File: config.mk
export PLATFORM = sky130hd
export DESIGN_NAME = rect_drawer_flat
export DESIGN_NICKNAME = d
export VERILOG_FILES = /design/src/rtl/draw_pkg.sv /design/src/rtl/rect_drawer_if.sv /design/src/rtl/rect_clip.sv /design/src/rtl/rect_drawer.sv /design/src/flat_wrapper.sv
export SDC_FILE = /design/constraint.sdc
export NUM_CORES = 1
export LEC_CHECK = 0
export ABC_CLOCK_PERIOD_IN_PS = 8020
export CORE_UTILIZATION = 35
export DETAILED_ROUTE_END_ITERATION = 10
export GPL_TIMING_DRIVEN = 0
export MAX_ROUTING_LAYER = met4
export PLACE_DENSITY = 0.51
export SETUP_SLACK_MARGIN = 0.3
export SYNTH_ARGS = -nofsm -noshare
export SYNTH_HDL_FRONTEND = slang
export SYNTH_HIERARCHICAL = 1
export SYNTH_SLANG_ARGS = --single-unit
File: constraint.sdc
create_clock -name clk -period 8.02 [get_ports clk]
set_input_delay 0.802 -clock clk [delete_from_list [all_inputs] [get_ports clk]]
set_output_delay 0.802 -clock clk [all_outputs]
set_load 0.05 [all_outputs]
File: src/rtl/draw_pkg.sv
// Shared drawing definitions: frame defaults, FSM state encoding and address-width helper.
package draw_pkg;
  localparam int FRAME_WIDTH  = 640;
  localparam int FRAME_HEIGHT = 480;

  typedef enum logic [1:0] {
    ST_IDLE  = 2'd0,
    ST_SETUP = 2'd1,
    ST_FILL  = 2'd2
  } state_t;

  function automatic int addr_width(input int w, input int h);
    return (w * h > 1) ? $clog2(w * h) : 1;
  endfunction
endpackage

File: src/rtl/rect_drawer_if.sv
// Request side (from plot controller) plus frame-buffer write port of the rectangle drawer.
interface rect_drawer_if
  import draw_pkg::*;
#(
  parameter int COORD_WIDTH = 10,
  parameter int COLOR_WIDTH = 1,
  parameter int ADDR_WIDTH  = addr_width(FRAME_WIDTH, FRAME_HEIGHT)
);
  logic                   start;
  logic                   abort;
  logic [COORD_WIDTH-1:0] x0, y0, x1, y1;
  logic [COLOR_WIDTH-1:0] color;
  logic                   ready;
  logic                   done;
  logic                   write_enable;
  logic [ADDR_WIDTH-1:0]  write_addr;
  logic [COLOR_WIDTH-1:0] write_data;

  modport master (
    output start, abort, x0, y0, x1, y1, color,
    input  ready, done, write_enable, write_addr, write_data
  );

  modport slave (
    input  start, abort, x0, y0, x1, y1, color,
    output ready, done, write_enable, write_addr, write_data
  );
endinterface

File: src/rtl/rect_clip.sv
// Combinational clip of the bottom-right corner to the frame, plus empty-rectangle detect.
module rect_clip
  import draw_pkg::*;
#(
  parameter int WIDTH       = FRAME_WIDTH,
  parameter int HEIGHT      = FRAME_HEIGHT,
  parameter int COORD_WIDTH = 10
) (
  input  logic [COORD_WIDTH-1:0] i_x0,
  input  logic [COORD_WIDTH-1:0] i_y0,
  input  logic [COORD_WIDTH-1:0] i_x1,
  input  logic [COORD_WIDTH-1:0] i_y1,
  output logic [COORD_WIDTH-1:0] o_x1c,
  output logic [COORD_WIDTH-1:0] o_y1c,
  output logic                   o_empty
);
  localparam logic [31:0] XMAX = 32'(WIDTH - 1);
  localparam logic [31:0] YMAX = 32'(HEIGHT - 1);

  // Compare in 32 bits so coordinates wider than the frame range clip correctly.
  logic [31:0] w_x0, w_y0, w_x1, w_y1;
  assign w_x0 = 32'(i_x0);
  assign w_y0 = 32'(i_y0);
  assign w_x1 = 32'(i_x1);
  assign w_y1 = 32'(i_y1);

  assign o_x1c = (w_x1 > XMAX) ? COORD_WIDTH'(XMAX) : i_x1;
  assign o_y1c = (w_y1 > YMAX) ? COORD_WIDTH'(YMAX) : i_y1;

  assign o_empty = (w_x0 > 32'(o_x1c)) || (w_y0 > 32'(o_y1c)) ||
                   (w_x0 > XMAX) || (w_y0 > YMAX);
endmodule

File: src/rtl/rect_drawer.sv
// Fills an axis-aligned, clipped rectangle with one colour, one pixel per clock in raster order.
module rect_drawer
  import draw_pkg::*;
#(
  parameter int WIDTH       = FRAME_WIDTH,
  parameter int HEIGHT      = FRAME_HEIGHT,
  parameter int COLOR_WIDTH = 1,
  parameter int ADDR_WIDTH  = addr_width(WIDTH, HEIGHT),
  parameter int COORD_WIDTH = 10
) (
  input logic         clk,
  input logic         rst,
  rect_drawer_if.slave bus
);
  localparam logic [ADDR_WIDTH-1:0] ROW_STEP = ADDR_WIDTH'(WIDTH);

  state_t                 r_state;
  logic                   r_ready, r_done, r_we;
  logic [ADDR_WIDTH-1:0]  r_addr, r_row_base;
  logic [COLOR_WIDTH-1:0] r_data;
  logic [COORD_WIDTH-1:0] r_x0, r_y0, r_x1, r_y1, r_x, r_y;

  logic [COORD_WIDTH-1:0] w_x1c, w_y1c;
  logic                   w_empty;
  logic [ADDR_WIDTH-1:0]  w_row0;

  rect_clip #(
    .WIDTH(WIDTH), .HEIGHT(HEIGHT), .COORD_WIDTH(COORD_WIDTH)
  ) u_clip (
    .i_x0(r_x0), .i_y0(r_y0), .i_x1(r_x1), .i_y1(r_y1),
    .o_x1c(w_x1c), .o_y1c(w_y1c), .o_empty(w_empty)
  );

  // One constant multiply at setup; rows after that advance by adding WIDTH.
  assign w_row0 = ADDR_WIDTH'(32'(r_y0) * 32'(WIDTH));

  always_ff @(posedge clk) begin
    if (rst) begin
      r_state    <= ST_IDLE;
      r_ready    <= 1'b1;
      r_done     <= 1'b0;
      r_we       <= 1'b0;
      r_addr     <= '0;
      r_data     <= '0;
      r_row_base <= '0;
      r_x0       <= '0;
      r_y0       <= '0;
      r_x1       <= '0;
      r_y1       <= '0;
      r_x        <= '0;
      r_y        <= '0;
    end else begin
      r_done <= 1'b0;
      unique case (r_state)
        ST_IDLE: begin
          if (bus.start) begin
            r_x0    <= bus.x0;
            r_y0    <= bus.y0;
            r_x1    <= bus.x1;
            r_y1    <= bus.y1;
            r_data  <= bus.color;
            r_ready <= 1'b0;
            r_state <= ST_SETUP;
          end
        end
        ST_SETUP: begin
          if (bus.abort || w_empty) begin
            r_ready <= 1'b1;
            r_done  <= 1'b1;
            r_state <= ST_IDLE;
          end else begin
            r_x1       <= w_x1c;
            r_y1       <= w_y1c;
            r_x        <= r_x0;
            r_y        <= r_y0;
            r_row_base <= w_row0;
            r_addr     <= w_row0 + ADDR_WIDTH'(r_x0);
            r_we       <= 1'b1;
            r_state    <= ST_FILL;
          end
        end
        ST_FILL: begin
          // r_x/r_y name the pixel currently on the write port.
          if (bus.abort || (r_x == r_x1 && r_y == r_y1)) begin
            r_we    <= 1'b0;
            r_ready <= 1'b1;
            r_done  <= 1'b1;
            r_state <= ST_IDLE;
          end else if (r_x == r_x1) begin
            r_x        <= r_x0;
            r_y        <= r_y + 1'b1;
            r_row_base <= r_row_base + ROW_STEP;
            r_addr     <= r_row_base + ROW_STEP + ADDR_WIDTH'(r_x0);
          end else begin
            r_x    <= r_x + 1'b1;
            r_addr <= r_addr + 1'b1;
          end
        end
        default: r_state <= ST_IDLE;
      endcase
    end
  end

  assign bus.ready        = r_ready;
  assign bus.done         = r_done;
  assign bus.write_enable = r_we;
  assign bus.write_addr   = r_addr;
  assign bus.write_data   = r_data;
endmodule
File: src/flat_wrapper.sv
// flat-port wrapper written by rule: the top's interface ports become plain ports
module rect_drawer_flat import draw_pkg::*;
#(
  parameter int WIDTH       = FRAME_WIDTH,
  parameter int HEIGHT      = FRAME_HEIGHT,
  parameter int COLOR_WIDTH = 1,
  parameter int ADDR_WIDTH  = addr_width(WIDTH, HEIGHT),
  parameter int COORD_WIDTH = 10
)
  (clk, rst, bus_start, bus_abort, bus_x0, bus_y0, bus_x1, bus_y1, bus_color, bus_ready, bus_done, bus_write_enable, bus_write_addr, bus_write_data);
  rect_drawer_if #(.COORD_WIDTH(COORD_WIDTH), .COLOR_WIDTH(COLOR_WIDTH), .ADDR_WIDTH(ADDR_WIDTH)) bus_i ();
  input logic clk;
  input logic rst;
  input wire logic [$bits(bus_i.start)-1:0] bus_start;
  input wire logic [$bits(bus_i.abort)-1:0] bus_abort;
  input wire logic [$bits(bus_i.x0)-1:0] bus_x0;
  input wire logic [$bits(bus_i.y0)-1:0] bus_y0;
  input wire logic [$bits(bus_i.x1)-1:0] bus_x1;
  input wire logic [$bits(bus_i.y1)-1:0] bus_y1;
  input wire logic [$bits(bus_i.color)-1:0] bus_color;
  output wire logic [$bits(bus_i.ready)-1:0] bus_ready;
  output wire logic [$bits(bus_i.done)-1:0] bus_done;
  output wire logic [$bits(bus_i.write_enable)-1:0] bus_write_enable;
  output wire logic [$bits(bus_i.write_addr)-1:0] bus_write_addr;
  output wire logic [$bits(bus_i.write_data)-1:0] bus_write_data;
  assign bus_i.start = bus_start;
  assign bus_i.abort = bus_abort;
  assign bus_i.x0 = bus_x0;
  assign bus_i.y0 = bus_y0;
  assign bus_i.x1 = bus_x1;
  assign bus_i.y1 = bus_y1;
  assign bus_i.color = bus_color;
  assign bus_ready = bus_i.ready;
  assign bus_done = bus_i.done;
  assign bus_write_enable = bus_i.write_enable;
  assign bus_write_addr = bus_i.write_addr;
  assign bus_write_data = bus_i.write_data;
  rect_drawer #(.WIDTH(WIDTH), .HEIGHT(HEIGHT), .COLOR_WIDTH(COLOR_WIDTH), .ADDR_WIDTH(ADDR_WIDTH), .COORD_WIDTH(COORD_WIDTH)) u_core (.clk(clk), .rst(rst), .bus(bus_i));
endmodule
# == Word level (Yosys, flattened, before mapping) ==
# Index checks and enable logic that the tools add are counted.
# op_classes
eq_ne,10
n_lt_le_gt_ge,6
mux,38
n_addsub,6
n_reduce_logical,17
n_mul,1
# ops
operator,n
10-bit 2-to-1 mux,12
19-bit 2-to-1 mux,6
10-bit case mux with 2 select lines,4
19-bit case mux with 2 select lines,2
19-bit by 10-bit adder with 19-bit output,2
10-bit by 1-bit adder with 10-bit output (second input constant),2
10-bit equality test,2
10-bit greater-than comparator,2
10-bit greater-than comparator (second input constant),2
10-bit by 9-bit greater-than comparator with 1-bit output (second input constant),2
19-bit by 1-bit adder with 19-bit output (second input constant),1
19-bit by 10-bit adder with 19-bit output (second input constant),1
10-bit by 3-bit multiplier with 12-bit output (second input constant),1
3-bit AND reduction,3
4-bit AND reduction,2
1-bit 2-to-1 mux,7
2-bit 2-to-1 mux,3
2-bit by 1-bit inequality test with 1-bit output (second input constant),3
2-bit inequality test (second input constant),3
2-bit case mux with 3 select lines,1
1-bit logical OR,5
1-bit case mux with 2 select lines,2
2-bit AND reduction,2
2-bit nonzero test,2
6 further kinds,6
# word_totals
elab_cells,91
reg_bits,104
output_inout_bits,23

# == Depth between registers and ports, before layout ==
# depth
word_depth,9
mapped_depth,17
ltp_nobuf,15

# == By module ==
# Netlist, hierarchy kept.
# modules_own_cells
mod,instances,area_each_um2,seq_area_each_um2,cells_each
rect_drawer,1,6631.4,1941.9,861
rect_clip,1,668.1,0.0,101

# == Worst setup path after synthesis ==
# No wires, ideal clock.
# synth_timing
path_kind,flip-flop to flip-flop
from,register u_core.r_y0[1]
to,register u_core.r_addr[17] (netlist: u_core/bus.write_addr[17])
period_less_slack_ps,3083
n_path_buf,0
path_slack_ps,4937
arrival_time_ps,2949
stages_incl_launch_ff,11
required_time_ps,7886
path_cell_list,dfxtp_1 > ha_1 > ha_1 > fa_1 > nand2b_1 > or4b_1 > a211oi_2 > nand4_1 > xnor2_1 > a222oi_1 > a211oi_1
# synth_via
elab_chain_cells,7
# synth_lines
element,line,source
start: declaration,rect_drawer.sv:21,"logic [COORD_WIDTH-1:0] r_x0, r_y0, r_x1, r_y1, r_x, r_y;"
start signal: assignment,rect_drawer.sv:58,r_y0 <= bus.y0;
branches (longest 7 deep; another with 19-bit by 10-bit adder with 19-bit output),-,
end signal: assignment,rect_drawer.sv:77,r_addr <= w_row0 + ADDR_WIDTH'(r_x0);
end signal: assignment,rect_drawer.sv:93,r_addr <= r_row_base + ROW_STEP + ADDR_WIDTH'(r_x0);
end signal: assignment,rect_drawer.sv:96,r_addr <= r_addr + 1'b1;
end: declaration,rect_drawer.sv:19,"logic [ADDR_WIDTH-1:0] r_addr, r_row_base;"
# Parallel ways; which one is timed is not known. The select of a mux whose other input is x is not followed.
# A chain may end at the register's enable or synchronous reset.

# == Worst setup path after layout ==
# layout_timing
from,register u_core.r_y0[3]
to,register u_core.r_addr[17] (netlist: u_core/bus.write_addr[17])
# The elaborated chain is that of the path after synthesis.

==> impl_metrics.py <==
metrics = {
    "route": {
        "routedWlPerCell_um": 19.42,
        "firstDrtPassIters": 5,
        "wirelength_mm": 25.54,
        "drt-vias-per-instance": 5.575,
        "drt-initial-drc-count": 533,
        "ant_nets": 0,
        "drc": 0,
        "vias": 7331,
    },
    "critical_path": {
        "start_kind": "register",
        "path_class": "reg2reg",
        "cp.required_ns": 8.23,
        "cp.arrival_ns": 3.89,
        "r2r_cells": 10,
        "crit_start": "u_core/r_y0[3]",
        "endpoint": "u_core/bus.write_addr[17]",
        "worstReg2RegStart": "u_core/r_y0[3]",
        "cp_max_fo": 5,
        "critPathCaptureType": "register",
        "reg2reg_slack_ns": 4.34,
        "worstReg2RegEnd": "u_core/bus.write_addr[17]",
    },
    "synthesis": {
        "ys_types": 70,
        "netlist_instances": 962,
        "synth_top_area_cell": "dfxtp_1",
        "synth_area_leaders": "dfxtp_1 (27%), ha_1 (8.7%), a21oi_1 (6.5%)",
        "ys_ff_latch": 97,
        "synth_warnings": 6,
        "synth-edff-count": 0,
        "synthDominantCellAreaShare_pct": 26.60,
        "synthArstFlopShare_pct": 0,
        "ys_seq_area_share_pct": 26.60,
        "synth-main-ff-cell": "dfxtp_1",
        "synth_nets": 1060,
        "syn_area_sq_um": 7300,
        "avgSynthCellArea_sq_um": 7.588,
    },
    "clocking": {
        "cts_resized": 0,
        "numClockSinks": 97,
        "numCtsBuffers": 9,
        "clock_path_buffers": 2,
        "cts_root_buf": "clkbuf_16",
        "insertion_delay_ns": 0.37,
        "clkTransAtPathRegs_ns": 0.08,
        "postCtsHoldBufs": 0,
        "cts_max_level": 3,
        "tritoncts": "done",
        "post_cts_buffers": 0,
    },
    "timing": {
        "fmax_mhz": 271.7,
        "worstMarginPinSlew_ns": 0.8751,
        "grt_setup_unrepaired": "no",
        "finalHoldViolCount": 0,
        "finalSetupViolations": 0,
        "slew_violations": 0,
        "max_slew_margin_pct": 41.12,
        "period_share_pct": 45.90,
        "post-route-min-period_ns": 3.681,
        "tns_ns": 0,
        "finClkSkew_ns": 0.01167,
    },
    "global_route": {
        "first_global_vias": 6887,
        "antenna_found_initial": 0,
        "grt_max_degree": 19,
        "gr-usage-all-layers_pct": 24.87,
        "grt_overflow": 0,
        "grt_pass1_wl_mm": 39.79,
    },
    "cells_and_area": {
        "area_delta_synth_final_pct": 17.88,
        "num_antenna_cells": 0,
        "nets": 1138,
        "layout_common_cells": "nand2_1 (111), dfxtp_1 (97), a21oi_1 (95), nor2_1 (95), clkdlybuf4s50_1 (67)",
        "mostFrequentLayoutCell": "nand2_1",
        "drive_gt1_share_pct": 4.689,
        "fill_cells": 2166,
        "utilization_pct": 42.25,
        "final_cell_area_sq_um": 8605,
    },
    "floorplanning": {
        "initial_core_util_pct": 35.84,
        "rows": 52,
        "io-pin-count": 68,
        "die_y_um": 146.4,
        "core_sq_um": 20360,
        "die_width_um": 146.4,
        "die_area_sq_um": 21440,
    },
    "place": {
        "placed_area_sq_um": 8308,
        "port_buffers": 67,
        "dpl.hpwl_mm": 19.48,
        "gp_congestion": 0.8742,
    },
    "pwr": {
        "ir_drop_uv": 99.70,
        "p_leak_nw": 3.252,
        "p_per_area_nw_per_um2": 178.5,
    },
    "flow_run": {
        "drv_cap": 0,
    },
    "worst_hold_path": {
        "hp-class": "reg2reg",
    },
    "status": {
        "status": "finished, final reports clean",
    },
}
through the flow:
stage	power (mW)	std cells	hold WS, ns	setup slack, ns
final	1.536	1315	0.4636	4.339
after global routing	1.627	1315	0.5029	4.108
after CTS	1.544	1315	0.4626	4.368
after detailed placement	1.090	1299	0.4507	4.404
after global placement	1.089	1299	0.4487	4.389
after floorplan	0.9214	962	0.4436	4.937
cells by family (layout without fill, tap and decap cells):
family          after synthesis  count (layout)  synth area share, %
simple gates                356             356                23.00
other cells                   3               3               0.1543
compound gates              259             259                23.69
xor+xnor                     62              62                7.542
mux                          27              27                3.702
buf+inv                     105             188                6.016
fa+ha+maj                    53              53                9.290
flops                        97              97                26.60
critical path, stage by stage (launching register included):
cell and delay, ns:
dfxtp_1 0.50, ha_1 0.30, ha_1 0.23, fa_1 0.45
xor2_2 0.32, or4b_1 0.51, a211oi_2 0.33, nand4_1 0.17
xnor2_1 0.19, a222oi_1 0.40, a211oi_1 0.13
routing by layer:
metal / global-route usage, % / part of all wire (%) / routed length (um) / up-vias
met4: 7.187 / 1.6 / 408 / 0
met3: 2.438 / 4.6 / 1169 / 25
met1: 34.87 / 49 / 12610 / 3483
met2: 37.69 / 44 / 11350 / 200
li1: - / - / - / 3623
met5: - / 0 / 0 / -
power by group:
group	internal (mW)	switching (mW)	total [mW]	leakage, nW
Sequential	0.521	0.0593	0.581	0.793
Clock	0.227	0.225	0.452	0.147
Combinational	0.194	0.309	0.503	2.31
cell type report:
class | instances | area (sq um) | area share [%]
Buffer | 60 | 270.3 | 3.141
Multi-Input combinational cell | 760 | 4918 | 57.16
Tap cell | 270 | 337.8 | 3.926
Clock inverter | 6 | 57.56 | 0.6689
Sequential cell | 97 | 1942 | 22.57
Clock buffer | 10 | 239.0 | 2.777
Inverter | 45 | 168.9 | 1.963
Timing Repair Buffer | 67 | 670.6 | 7.794
registers in the layout, indices dropped and copies added (netlist names):
| register | count |
|---|---|
| u_core/bus.write_addr | 19 |
| u_core/r_row_base | 12 |
| u_core/r_x0 | 10 |
| u_core/r_x1 | 10 |
| u_core/r_x | 10 |
| u_core/r_y0 | 10 |
| u_core/r_y1 | 10 |
| u_core/r_y | 10 |
| u_core/r_state | 2 |
| u_core/bus.done | 1 |
| u_core/bus.ready | 1 |
| u_core/bus.write_data | 1 |
| u_core/bus.write_enable | 1 |
how the worst min path moves through the flow:
stage | start | to | cells past startpoint
3_3_place_gp | u_core/bus.write_data | u_core/bus.write_data | 2
3_5_place_dp | u_core/bus.write_data | u_core/bus.write_data | 2
5_1_grt | u_core/bus.write_data | u_core/bus.write_data | 2
6_report | u_core/bus.write_data | u_core/bus.write_data | 2
2_1_floorplan | u_core/r_row_base[18] | u_core/r_row_base[18] | 2
4_1_cts | u_core/bus.write_data | u_core/bus.write_data | 2
Yosys cell counts (8+ instances only):
cell type,number
a21oi_1,95
xor2_1,32
mux2i_1,27
nand2b_1,23
nand3_1,37
and3_1,8
inv_1,43
o21ai_0,32
nor3_1,23
xnor2_1,29
nand4_1,14
o31ai_1,8
clkbuf_1,45
dfxtp_1,97
nand2_1,111
o211ai_1,15
ha_1,51
nor2_1,95
a211oi_1,33
o32ai_1,12
Note: power is estimated with default switching activity, not from simulation.
==> variant: new RTL, config.mk and constraints unchanged <==
`COORD_WIDTH` is set to 10 in 4 places; all go to 20.
--- a/src/rtl/rect_drawer_if.sv
+++ b/src/rtl/rect_drawer_if.sv
@@ -2,7 +2,7 @@
 interface rect_drawer_if
   import draw_pkg::*;
 #(
-  parameter int COORD_WIDTH = 10,
+  parameter int COORD_WIDTH = 20,
   parameter int COLOR_WIDTH = 1,
   parameter int ADDR_WIDTH  = addr_width(FRAME_WIDTH, FRAME_HEIGHT)
 );
--- a/src/rtl/rect_clip.sv
+++ b/src/rtl/rect_clip.sv
@@ -4,7 +4,7 @@
 #(
   parameter int WIDTH       = FRAME_WIDTH,
   parameter int HEIGHT      = FRAME_HEIGHT,
-  parameter int COORD_WIDTH = 10
+  parameter int COORD_WIDTH = 20
 ) (
   input  logic [COORD_WIDTH-1:0] i_x0,
   input  logic [COORD_WIDTH-1:0] i_y0,
--- a/src/rtl/rect_drawer.sv
+++ b/src/rtl/rect_drawer.sv
@@ -6,7 +6,7 @@
   parameter int HEIGHT      = FRAME_HEIGHT,
   parameter int COLOR_WIDTH = 1,
   parameter int ADDR_WIDTH  = addr_width(WIDTH, HEIGHT),
-  parameter int COORD_WIDTH = 10
+  parameter int COORD_WIDTH = 20
 ) (
   input logic         clk,
   input logic         rst,
--- a/src/flat_wrapper.sv
+++ b/src/flat_wrapper.sv
@@ -5,7 +5,7 @@
   parameter int HEIGHT      = FRAME_HEIGHT,
   parameter int COLOR_WIDTH = 1,
   parameter int ADDR_WIDTH  = addr_width(WIDTH, HEIGHT),
-  parameter int COORD_WIDTH = 10
+  parameter int COORD_WIDTH = 20
 )
   (clk, rst, bus_start, bus_abort, bus_x0, bus_y0, bus_x1, bus_y1, bus_color, bus_ready, bus_done, bus_write_enable, bus_write_addr, bus_write_data);
   rect_drawer_if #(.COORD_WIDTH(COORD_WIDTH), .COLOR_WIDTH(COLOR_WIDTH), .ADDR_WIDTH(ADDR_WIDTH)) bus_i ();
Interface: changed (resized bus_x0, bus_x1, bus_y0 and bus_y1); port bits go from 68 to 108. The function was not compared with the original's and may differ.
==> variant against the unedited design <==
Die area up 53%; first-iteration DRC count up 70%; sequential share of layout area up 0.66 points; wire length up 58%; cell area up 57%; power up 47%; sequential cell count up 60; synthesized area up 54%; worst setup slack worse by 1300 ps; clock skew up 7.5 ps; count of clock-buffer cells in the layout up 7; fmax down 25%; highest routed layer unchanged; cell count up 53%; largest power group unchanged.
==> variant: results (changes against the unedited design) <==
| Metric | Value |
|---|---|
| Status | complete, no violations |
| Seq/Total Area, Yosys | 28.0% (+1.4 points) |
| Pin count of the biggest net entering global routing | 18 (-1) |
| Hold Startpoint | u_core/bus.write_data |
| Top post-synthesis cells by area | dfxtp_1 (28%), ha_1 (10%), a21oi_1 (5.8%), nand2_1 (5.6%), xnor2_1 (4.8%) |
| Fin Hold WS | 468 ps (+4.37 ps) |
| Post-synthesis compound-gate area fraction | 21.3% (-2.4 points) |
| H-tree Lvls | 4 (+1) |
| Xor and xnor area share after synthesis | 6.60% (-0.94 points) |
| Number of fillers in the final layout | 3,257 (+50%) |
| Ys async rst share | 0% (unchanged) |
| CTS resizes | 0 (unchanged) |
| R2R Path Start | u_core/r_x1[19] |
| First-pass GRT wire length | 61,700 µm (+55%) |
| Top-count cell post-synth | nand2_1 |
| GP Congestion | 0.905 (+3.5%) |
| Int Power | 1.49 mW (+59%) |
| P&R area growth vs syn | 20.6% |
| CP max FO | 10 (+5) |
| Placed cell areas | 12,900 µm² (+56%) |
| Sequential power share | 40.3% (+2.5 points) |
| Crit path to | u_core/r_x[14] |
| Routed WL | 40,300 µm (+58%) |
| Hold path depth | 2 (unchanged) |
| Reg clk slew, reported paths | 80 ps (about the same) |
| Unique masters post-synth | 76 (+8.6%) |
| Post-DP HPWL | 31,200 µm (+60%) |
| Critical Setup Path Class | reg2reg |
| Critical path arrival | 5310 ps (+1420 ps) |
| Antenna violations before repair | 1 (+1) |
| Peak VDD IR | 0.139 mV (+40%) |
| Synthesized-area fraction occupied by adder cells | 10.4% (+1.1 points) |
| GR Util All Layers | 25.4% (+0.57 points) |
| Vias in the first global route | 10,400 (+51%) |
| Worst Hold Class | reg2reg |
| Logic pwr share | 22.4% (-10 points) |
| Commonest cells post-synth | nand2_1 (166), dfxtp_1 (157), a21oi_1 (131), nor2_1 (131), ha_1 (90) |
| R2R cell count | 17 (+7) |
| Share of cells above drive strength 1 | 6.58% (+1.9 points) |
| WHS Endpoint | u_core/bus.write_data |
| Max stage delay cell, worst path | nor2_2 |
| Total CTS buffers | 17 (+8) |
| Worst R2R Setup Slack | 3080 ps (-1260 ps) |
| Port buffer count | 106 (+58%) |
| Initial DRC count | 905 (+70%) |
| Lkg Pwr | 5.23 nW (+61%) |
| Later-pin clock latency in the skew report | 440 ps (+70 ps) |
| Layout net count | 1,774 (+56%) |
| Slew @ Worst Pin | 1190 ps (+310 ps) |
| Residual DRC | 0 (unchanged) |
| Clk_skew | 19.2 ps (+7.50 ps) |
| Vias per cell | 5.48 (-1.8%) |
| Post-CTS setup repair buffer count | 0 (unchanged) |
| Router iterations before antenna repair | 5 (unchanged) |
| Post-synthesis mux area share | 4.38% (+0.68 points) |
[variant: per-layer routing]
metal	vias up	global-route usage [%]	wire length (µm)
met5	-	-	0
met1	5163	35.9	19300
met2	375	37.6	17500
li1	5430	-	-
met3	49	3.16	2550
met4	0	7.80	988
[variant: per-stage QoR]
stage	std cells	total power, mW	setup slack (ps)
CTS	2012	2.28	3110
detailed placement	1980	1.43	3120
floorplan	1472	1.24	4330
global placement	1980	1.43	3190
global route	2012	2.37	2710
finish	2012	2.26	3080
[variant: worst max-delay path, delay by kind of cell, from the launching register on]
family	cells	cell delay [ps]
AO/OA/AOI/OAI	9	1850
AND/OR/NAND/NOR	5	1800
buffers and inverters	2	570
flip-flops	1	390
adder cells (fa/ha/maj)	1	230
[variant: area by class of cell]
class,instances,area [µm²],area share [%]
well taps,402,503,3.72
repair buffers,106,1060,7.84
plain buffers,97,522,3.86
clock inverters,15,169,1.25
multi-input cells,1181,7570,55.9
inverters,37,139,1.03
clock buffers,17,425,3.14
flip-flops and latches,157,3140,23.2
